[src/rtl/alu_pkg.sv]
// Shared ALU definitions: ALUOp codes and the bit-serial sequencer's state encoding.
// Latency: n/a (constants and types only).
// Backpressure: n/a.
package alu_pkg;

  // ALUOp layout seen by the 1-bit slice: [3]=Ainvert, [2]=Bnegate, [1:0]=function select.
  localparam logic [3:0] ALU_AND = 4'b0000;
  localparam logic [3:0] ALU_OR  = 4'b0001;
  localparam logic [3:0] ALU_ADD = 4'b0010;
  localparam logic [3:0] ALU_SUB = 4'b0110;
  localparam logic [3:0] ALU_NOR = 4'b1100;

  typedef enum logic [1:0] {
    IDLE = 2'd0,
    RUN  = 2'd1,
    DONE = 2'd2
  } seqState_t;

  // Only ADD and SUB report a meaningful carry out of the MSB.
  function automatic logic isArith(input logic [3:0] op);
    return (op == ALU_ADD) || (op == ALU_SUB);
  endfunction

endpackage

[src/rtl/serial_alu_sequencer.sv]
// Bit-serial driver for an external 1-bit ALU slice: streams A/B LSB first and collects Result bits.
// Latency: start accepted at edge T, RUN in cycles T+1..T+WIDTH, done pulse in cycle T+WIDTH+1.
// Backpressure: ready is high only in IDLE; start seen while busy is dropped, never queued.
//
// Ports:
//   clk, reset                  rising-edge clock, synchronous active-high reset
//   start, op_in, a_in, b_in    operation request (taken when ready=1)
//   ready, done                 idle indicator, one-cycle completion pulse
//   result, carry_out, zero     final word, MSB carry (ADD/SUB only), result==0
//   alu_a, alu_b, alu_carry_in, alu_op   drive the slice
//   alu_result, alu_carry_out           returned by the slice in the same cycle
module serial_alu_sequencer
  import alu_pkg::*;
#(
  parameter int WIDTH = 8
) (
  input  logic             clk,
  input  logic             reset,
  input  logic             start,
  input  logic [3:0]       op_in,
  input  logic [WIDTH-1:0] a_in,
  input  logic [WIDTH-1:0] b_in,
  output logic             ready,
  output logic             done,
  output logic [WIDTH-1:0] result,
  output logic             carry_out,
  output logic             zero,
  output logic             alu_a,
  output logic             alu_b,
  output logic             alu_carry_in,
  output logic [3:0]       alu_op,
  input  logic             alu_result,
  input  logic             alu_carry_out
);

  localparam int CntW = $clog2(WIDTH);

  seqState_t        state, nextState;
  logic [CntW-1:0]  bitCnt;
  logic [WIDTH-1:0] aShift, bShift;
  logic [WIDTH-2:0] collect;      // bits 0..WIDTH-2; the MSB arrives on the last edge
  logic [WIDTH-2:0] collectNext;
  logic             carryReg;
  logic [3:0]       opReg;
  logic             lastBit;

  assign lastBit = (bitCnt == CntW'(WIDTH - 1));
  assign alu_op  = opReg;

  // Result bits enter at the MSB and drift right, so bit 0 lands at position 0.
  if (WIDTH > 2) begin : gCollectWide
    assign collectNext = {alu_result, collect[WIDTH-2:1]};
  end else begin : gCollectNarrow
    assign collectNext = alu_result;
  end

  always_ff @(posedge clk) begin
    if (reset) begin
      state     <= IDLE;
      bitCnt    <= '0;
      aShift    <= '0;
      bShift    <= '0;
      collect   <= '0;
      carryReg  <= 1'b0;
      opReg     <= 4'b0000;
      result    <= '0;
      carry_out <= 1'b0;
      zero      <= 1'b0;
    end else begin
      state <= nextState;
      case (state)
        IDLE: begin
          if (start) begin
            aShift   <= a_in;
            bShift   <= b_in;
            opReg    <= op_in;
            // Bnegate doubles as the bit-0 carry-in, giving two's-complement subtract.
            carryReg <= op_in[2];
            bitCnt   <= '0;
          end
        end
        RUN: begin
          aShift   <= aShift >> 1;
          bShift   <= bShift >> 1;
          collect  <= collectNext;
          carryReg <= alu_carry_out;
          bitCnt   <= bitCnt + CntW'(1);
          if (lastBit) begin
            result    <= {alu_result, collect};
            zero      <= ({alu_result, collect} == '0);
            carry_out <= isArith(opReg) & alu_carry_out;
          end
        end
        default: ;
      endcase
    end
  end

  always_comb begin
    nextState    = state;
    ready        = 1'b0;
    done         = 1'b0;
    alu_a        = 1'b0;
    alu_b        = 1'b0;
    alu_carry_in = 1'b0;
    case (state)
      IDLE: begin
        ready = 1'b1;
        if (start) nextState = RUN;
      end
      RUN: begin
        alu_a        = aShift[0];
        alu_b        = bShift[0];
        alu_carry_in = carryReg;
        if (lastBit) nextState = DONE;
      end
      DONE: begin
        done      = 1'b1;
        nextState = IDLE;
      end
      default: nextState = IDLE;
    endcase
  end

endmodule

[config.mk]
export PLATFORM = sky130hd
export DESIGN_NAME = serial_alu_sequencer
export DESIGN_NICKNAME = d
export VERILOG_FILES = /design/src/rtl/alu_pkg.sv /design/src/rtl/serial_alu_sequencer.sv
export SDC_FILE = /design/constraint.sdc
export NUM_CORES = 1
export LEC_CHECK = 0
export BUFFER_PORTS_ARGS = -buffer_cell sky130_fd_sc_hd__buf_4
export CORE_UTILIZATION = 56
export CTS_CLUSTER_DIAMETER = 150
export DETAILED_ROUTE_END_ITERATION = 10
export PLACE_DENSITY = 0.85
export SYNTH_ARGS = -nofsm -noshare
export SYNTH_HDL_FRONTEND = slang
export SYNTH_SLANG_ARGS = --single-unit
[constraint.sdc]
create_clock -name clk -period 2.8 [get_ports clk]
set_input_delay 0.42 -clock clk [delete_from_list [all_inputs] [get_ports clk]]
set_output_delay 0.42 -clock clk [all_outputs]
set_load 0.005 [all_outputs]
Yosys cells after proc, flatten, opt, wreduce, memory -nomap -nowiden
Index checks and enable logic that the tools add are counted.
{"block": "classes", "n_reduce_logical": 8, "add_sub_neg": 1, "eq_ne": 7, "bitwise": 1, "n_mux": 16}
{"cell": "case mux 8 bit (2 select lines)", "count": 2}
{"cell": "two-way mux 8 bit", "count": 2}
{"cell": "zero test 8 bit", "count": 1}
{"cell": "AND reduction 2 bit", "count": 4}
{"cell": "two-way mux 1 bit", "count": 6}
{"cell": "case mux 3 bit (2 select lines)", "count": 1}
{"cell": "== test 4 x 2 -> 1 bit, second input constant", "count": 1}
{"cell": "== test 4 x 3 -> 1 bit, second input constant", "count": 1}
{"cell": "two-way mux 2 bit", "count": 2}
{"cell": "!= test 2 bit, second input constant", "count": 2}
{"cell": "case mux 2 bit (2 select lines)", "count": 1}
{"cell": "adder 3 x 1 -> 3 bit, second input constant", "count": 1}
{"cell": "== test 3 bit, second input constant", "count": 1}
{"cell": "two-way mux 3 bit", "count": 1}
{"cell": "== test 2 x 1 -> 1 bit, second input constant", "count": 1}
{"cell": "== test 2 bit, second input constant", "count": 1}
{"cell": "zero test 2 bit", "count": 1}
{"cell": "case mux 1 bit (2 select lines)", "count": 1}
{"cell": "nonzero test 2 bit", "count": 1}
{"cell": "bitwise AND 1 bit", "count": 1}
{"cell": "logical OR 1 bit", "count": 1}
{"block": "totals", "out_inout_bits": 19, "in_bits": 25, "elab_cells": 43, "regBits": 43}

Logic depth before layout (Yosys ltp)
Gate-level depths: netlist (run 1).
{"block": "logic_depth", "depth_word": 3, "depth_mapped": 6, "ltp_nobuf": 5}

Worst setup path after synthesis (run 1)
No wires, ideal clock.
{"block": "synth_timing", "kind": "register -> output", "start": "register state[0]", "end": "output alu_a", "path_buffers": 2, "path_slack_ps": 1420, "stages_incl_launch_ff": 5, "t_required_ps": 2380, "t_arrival_ps": 960, "cell_sequence": "dfxtp_1 -> buf_6 -> nor2b_1 -> buf_4 -> and2_1"}
{"block": "synth_between", "elab_chain_cells": 2}
{"item": "start, declared", "line": "serial_alu_sequencer.sv:38", "rtl": "seqState_t state, nextState;"}
{"item": "start signal, assigned", "line": "serial_alu_sequencer.sv:70", "rtl": "state <= nextState;"}
{"item": "== test 2 x 1 -> 1 bit", "line": "serial_alu_sequencer.sv:106", "rtl": "case (state)"}
{"item": "two-way mux 1 bit", "line": "serial_alu_sequencer.sv:106"}
{"item": "end, declared", "line": "serial_alu_sequencer.sv:28", "rtl": "output logic alu_a,"}
Every way passes these cells.

Worst setup path after layout (run 1)
{"block": "layout_timing", "start": "register state[1]", "end": "output alu_carry_in"}
{"block": "layout_between", "elab_chain_cells": 2}
{"item": "== test 2 x 1 -> 1 bit", "line": "serial_alu_sequencer.sv:106"}
{"item": "two-way mux 1 bit", "line": "serial_alu_sequencer.sv:106"}
{"item": "end, declared", "line": "serial_alu_sequencer.sv:30", "rtl": "output logic alu_carry_in,"}
Every way passes these cells.

==> flow_summary.ini, run 1 <==
[sta]
fin_ws_ps = 955
setup_viol = 0
maxSlewViolCount = 0
hold_violations = 0
post-route-period-util_pct = 65.9
final.setup.tns_ps = 0
fmax_mhz = 542
relSlewSlack_pct = 69.1
rsz0062_at_grt = false
period_minus_slack_ps = 1850
tightest_slew_ps = 463
fin_worst_skew_ps = 4.28

[layout]
n_antenna_cell = 0
layout-area-overhead-vs-synth_pct = 17.1
drive_gt1_share_pct = 24.7
final_nets = 265

[setup_path]
crit_family = flip-flops
cpPeakStageDelay_ps = 520
critical_path_arrival_ps = 1430
path_class = reg -> out
crit_top_cell = buf_4
worstPathCellList = nor2b_1 > buf_4 > and2_1 > buf_4
setup.worst_path.start_class = flip-flop
crit_required_ps = 2380
crit_path_max_fanout = 13
crit_buf_inv = 2
slowest_stage = dfxtp_1
reg2reg_depth = 4
worstSetupPathDepth = 4
cp-end-kind = primary output

[drt]
route.met3.wl_um = 142
wl_per_cell_um = 11.7
dr.pass1.iters = 4
vias_per_cell = 5.07
drc = 0
drtIter0Drc = 41
final_antenna_net_count = 0
wl_met1_mm = 1.53
routed-wl-met2_mm = 1.60
dr_total_vias = 1436
highest_layer = met4
wirelength_mm = 3.31

[floorplanning]
num_io_pins = 44
placementRows = 20
fp.dieH_um = 59.1
die_width_um = 59.1
die_area_um2 = 3490
core_um2 = 3080
start_util_pct = 59.3

[synthesis]
synth-edff-count = 0
synthTopCellsByArea = dfxtp_1 47%, nand2_1 8.6%, mux2i_1 7.7%
seq_area_frac_synth_pct = 47.1
avgSynthCellArea_um2 = 9.00
yosys_warnings = 0
synth_fp_nets = 230
synth_top_area_cell = dfxtp_1
ys_types = 30
syn-cell-area_um2 = 1830
synth_seq_cells = 43
async_reset_ff_share_pct = 0
synthFlopType = dfxtp_1
synth_top_cell_area_share_pct = 47.1
synth_cells = 203

[cts]
postCtsSetupBuffers = 0
cts_num_sinks = 43
htreeDepth = 2
cts_resized = 0
cts_buffers = 5
cts_tree = done
clk_latency_ps = 350
hold_buffers = 0
cts_root_buf = clkbuf_4
cts_max_path_buffers = 2
clk_pin_slew_ps = 110

[run]
maxCapViolCount = 0

[global_route]
grt_pass1_vias = 1324
grt.total_usage_pct = 21.2
antenna_found_initial = 0
overflow = 0
grt_max_degree = 44
grt_first_pass_wirelength_mm = 5.61

[power_and_ir_drop]
peakVddDrop_uv = 384
power.density_nw_per_um2 = 512
leakagePower_nw = 0.866

[place]
place_ws_ps = 1340
dp_hpwl_mm = 2.20
place_congestion = 0.764
port_buffers = 43

[status]
status = finished clean

[hold_path]
hold_path_depth = 3
min_path_type = in -> reg
state kept, by name (all words and copies together), names as in the netlist:
name       cells
alu_op         4
bitCnt         3
aShift         8
carry_out      1
bShift         8
collect        7
result         8
carryReg       1
zero           1
state          2
kinds of logic after synthesis:
kind of cell | after synthesis | share of synthesized area (%)
buffers and inverters | 17 | 7.12
DFF | 43 | 47.1
muxes | 14 | 7.67
and+or+nand+nor | 83 | 20.3
adders and majority gates | 2 | 1.37
AOI/OAI and AO/OA | 44 | 16.4
power by group:
| group | total, mW | switching [mW] | internal, mW | leakage [nW] |
|---|---|---|---|---|
| logic | 0.152 | 0.0767 | 0.0748 | 0.485 |
| clock network | 0.285 | 0.187 | 0.0981 | 0.0293 |
| registers | 0.658 | 0.0164 | 0.642 | 0.352 |
| total | 1.09 | 0.280 | 0.815 | 0.866 |
cells in the mapped netlist (all sizes together), types with 2 or more instances:
cell    instances
ha              2
nand2b          2
a21oi          24
dfxtp          43
nor2           22
buf            12
mux2i          14
or3b            2
nand3           3
nor2b           2
nor4            2
clkbuf          5
a22oi           2
a211oi         15
nand2          42
and2            3
stage by stage:
step	utilization [%]	hold slack, ps	total power [mW]	cell area [um2]	instances
6_report	69.5	305	1.09	2140	283
3_5_place_dp	67.9	446	0.825	2090	275
4_1_cts	69.5	286	1.11	2140	283
5_1_grt	69.5	282	1.16	2140	283
2_1_floorplan	-	444	0.788	1830	203
3_3_place_gp	67.9	444	0.821	2090	275
layout by cell type (no fill, tap or decap), drive strengths merged:
cell type | Yosys | routed
buf | 12 | 45
dfxtp | 43 | 43
nand2 | 42 | 42
a21oi | 24 | 24
nor2 | 22 | 22
a211oi | 15 | 15
mux2i | 14 | 14
clkbuf | 5 | 7
and2 | 3 | 3
nand3 | 3 | 3
nor2b | 2 | 2
nand2b | 2 | 2
nor4 | 2 | 2
a22oi | 2 | 2
ha | 2 | 2
or3b | 2 | 2
nor3b | 1 | 1
and3b | 1 | 1
nand3b | 1 | 1
o21a | 1 | 1
nand4 | 1 | 1
o21bai | 1 | 1
o21ba | 1 | 1
nor3 | 1 | 1
clkinv | 0 | 1
path summary, 6_finish.rpt:
check / from / to / slack [ps]
worst max-delay path: state[1]$_SDFFE_PP0P_ / alu_carry_in / 950
worst min-delay path: op_in[0] / alu_op[0]$_SDFFE_PP0P_ / 310
worst max register to register: state[0]$_SDFFE_PP0P_ / aShift[6]$_SDFFE_PP0P_ / 1340
worst min register to register: carry_out$_SDFFE_PP0P_ / carry_out$_SDFFE_PP0P_ / 460
layer usage:
metal | vias up | GRT usage [%]
li1 | 765 | -
met1 | 634 | 25.4
met2 | 34 | 36.7
met3 | 3 | 6.55
met4 | 0 | 6.12
met5 | - | 0
cell type report:
| class | instances | area [um2] |
|---|---|---|
| clock inverters | 1 | 5.00 |
| flip-flops and latches | 43 | 861 |
| repair buffers | 45 | 338 |
| fillers | 264 | 938 |
| clock buffers | 7 | 45.0 |
| multi-input cells | 143 | 836 |
| well taps | 44 | 55.1 |
tightest hold or removal path, delay by kind of cell:
family	cells	cell delay (ps)
buffers and inverters	1	110
AO/OA/AOI/OAI	1	50
AND/OR/NAND/NOR	1	40
Note: power is estimated with default switching activity, not from simulation.
==> run 2: changes to the inputs <==
--- a/config.mk
+++ b/config.mk
@@ -6,10 +6,10 @@
 export NUM_CORES = 1
 export LEC_CHECK = 0
 export BUFFER_PORTS_ARGS = -buffer_cell sky130_fd_sc_hd__buf_4
-export CORE_UTILIZATION = 56
+export CORE_UTILIZATION = 47
 export CTS_CLUSTER_DIAMETER = 150
 export DETAILED_ROUTE_END_ITERATION = 10
-export PLACE_DENSITY = 0.85
+export PLACE_DENSITY = 0.76
 export SYNTH_ARGS = -nofsm -noshare
 export SYNTH_HDL_FRONTEND = slang
 export SYNTH_SLANG_ARGS = --single-unit
==> constraint.sdc (replaced) <==
create_clock -name clk -period 1.5 [get_ports clk]
set_input_delay 0.225 -clock clk [delete_from_list [all_inputs] [get_ports clk]]
set_output_delay 0.225 -clock clk [all_outputs]
set_load 0.005 [all_outputs]
==> run 2 against run 1 <==
  * Non-clock buffer count rose by 1
  * Die area increased by 18%
  * Final area increased by 3.0%
  * Final cell count increased by 1.8%
  * Setup slack worse by 870 ps
  * Clock-buffer cell count down 2
  * Clock skew grew 4.0 ps
  * Critical path depth shrank 1
  * Routed wire length is 1.1% higher
  * Hold slack lost 130 ps
  * Register-to-register slack got worse by 1200 ps
  * Clock power rose to 2.5 times the previous value
  * Critical path type unchanged
  * Largest cell class unchanged
  * Largest power group unchanged
==> flow_summary.ini, run 2 (same netlist as run 1, synthesis figures left out) <==
[cts]
cts_root_buf = clkbuf_8
cts_buffers = 5
hold_buffers = 0
htreeDepth = 2
clk_pin_slew_ps = 80
cts_max_path_buffers = 2
cts_num_sinks = 43
clk_latency_ps = 300
cts_tree = done

[sta]
final.setup.tns_ps = 0
fin_worst_skew_ps = 8.25
setup_viol = 0
rsz0062_at_grt = false
post-route-period-util_pct = 94.4
maxSlewViolCount = 0
fmax_mhz = 706
period_minus_slack_ps = 1420
tightest_slew_ps = 458
hold_violations = 0
relSlewSlack_pct = 69.5

[floorplanning]
core_um2 = 3690
fp.dieH_um = 64.3
die_area_um2 = 4140
num_io_pins = 44
die_width_um = 64.3
start_util_pct = 49.5
placementRows = 22

[setup_path]
critical_path_arrival_ps = 1190
r2r_start = bitCnt[0]$_SDFFE_PP0P_
reg2reg_slack_ps = 170
cp-end-kind = primary output
crit_family = flip-flops
slowest_stage = dfxtp_4
setup.worst_path.start = state[0]$_SDFFE_PP0P_
crit_path_max_fanout = 11
r2r-end = carry_out$_SDFFE_PP0P_
crit_buf_inv = 1
reg2reg_depth = 5
worstSetupPathDepth = 3
setup.worst_path.start_class = flip-flop
cpPeakStageDelay_ps = 420
path_class = reg -> out
worstPathCellList = nor2b_2 > and2_1 > buf_4
crit_required_ps = 1270
setup.worst_path.end = alu_carry_in

[drt]
dr_total_vias = 1451
dr.pass1.iters = 4
wl_per_cell_um = 11.6
final_antenna_net_count = 0
drtIter0Drc = 72
wirelength_mm = 3.34
drc = 0
vias_per_cell = 5.04

[layout]
final_common_cell = buf_4
final_cell_mix = 45 x buf_4, 42 x nand2_1, 41 x dfxtp_1
reg.largest.list = aShift (8), bShift (8), result (8)
layout-area-overhead-vs-synth_pct = 20.6
final_nets = 266
final_util_pct = 59.7
instances_no_fill = 288
n_antenna_cell = 0
fin_area_um2 = 2200
drive_gt1_share_pct = 27.5

[run]
maxCapViolCount = 0

[power_and_ir_drop]
leakagePower_nw = 0.883
power.density_nw_per_um2 = 1020
peakVddDrop_uv = 595
total_power_mw = 2.24

[global_route]
overflow = 0
antenna_found_initial = 0
grt_pass1_vias = 1403
grt_first_pass_wirelength_mm = 5.89
grt.total_usage_pct = 18.3
grt_max_degree = 44

[place]
dpl_cell_area_um2 = 2090
dp_hpwl_mm = 2.28
dp.cells = 279
place_congestion = 0.736
port_buffers = 43

[hold_path]
min_path_type = in -> reg

[status]
status = finished clean
[run 2: cell types whose count changed in the layout (fill, tap and decap cells not counted), moves of 2 or more]
cell	before	now
clkbuf_1	2	0
clkbuf_4	5	0
clkbuf_8	0	5
clkinvlp_4	0	2
dfxtp_1	43	41
[run 2: metrics by stage]
step,hold WS [ps],setup WS (ps)
after detailed placement,448,97.5
after global routing,168,9.01
after floorplan,361,222
after global placement,442,130
final,171,84.3
after CTS,168,2.29
[run 2: routing by layer]
metal	vias up	track usage, %	part of all wire, %
met5	-	0	0
met1	649	22.0	47
met2	33	30.3	47
li1	762	-	-
met3	7	4.46	4.6
met4	0	8.61	1.7
[run 2: cell type report]
type	count	area (um2)
repair buffers	46	349
fillers	365	1490
multi-input cells	143	840
clock inverters	3	20.0
well taps	48	60.1
flip-flops and latches	43	866
clock buffers	5	68.8
[run 2: report_power, final]
part           switching, mW  total (mW)  internal (mW)
clock network          0.398       0.722          0.324
registers             0.0370        1.23           1.20
logic                  0.139       0.281          0.142
[run 2: repair_timing]
item                                    in CTS  in global routing
gates resized for setup                      3                  3
buffers inserted                             0                  1
endpoints found under the setup margin       5                 15
[run 2: tightest hold or removal path, cell delays in order]
cell and delay, ps:
buf_4 110, nand2_1 40, a21oi_1 50
[run 2: how the worst min path moves through the flow]
stage | start | endpoint | slack, ps | depth (start not counted)
finish | op_in[1] | alu_op[1]$_SDFFE_PP0P_ | 170 | 3
global route | b_in[7] | bShift[7]$_SDFFE_PP0P_ | 170 | 3
CTS | op_in[1] | alu_op[1]$_SDFFE_PP0P_ | 170 | 3
detailed placement | result[4]$_SDFFE_PP0P_ | result[4]$_SDFFE_PP0P_ | 450 | 2
global placement | result[4]$_SDFFE_PP0P_ | result[4]$_SDFFE_PP0P_ | 440 | 2
floorplan | op_in[2] | alu_op[2]$_SDFFE_PP0P_ | 360 | 2
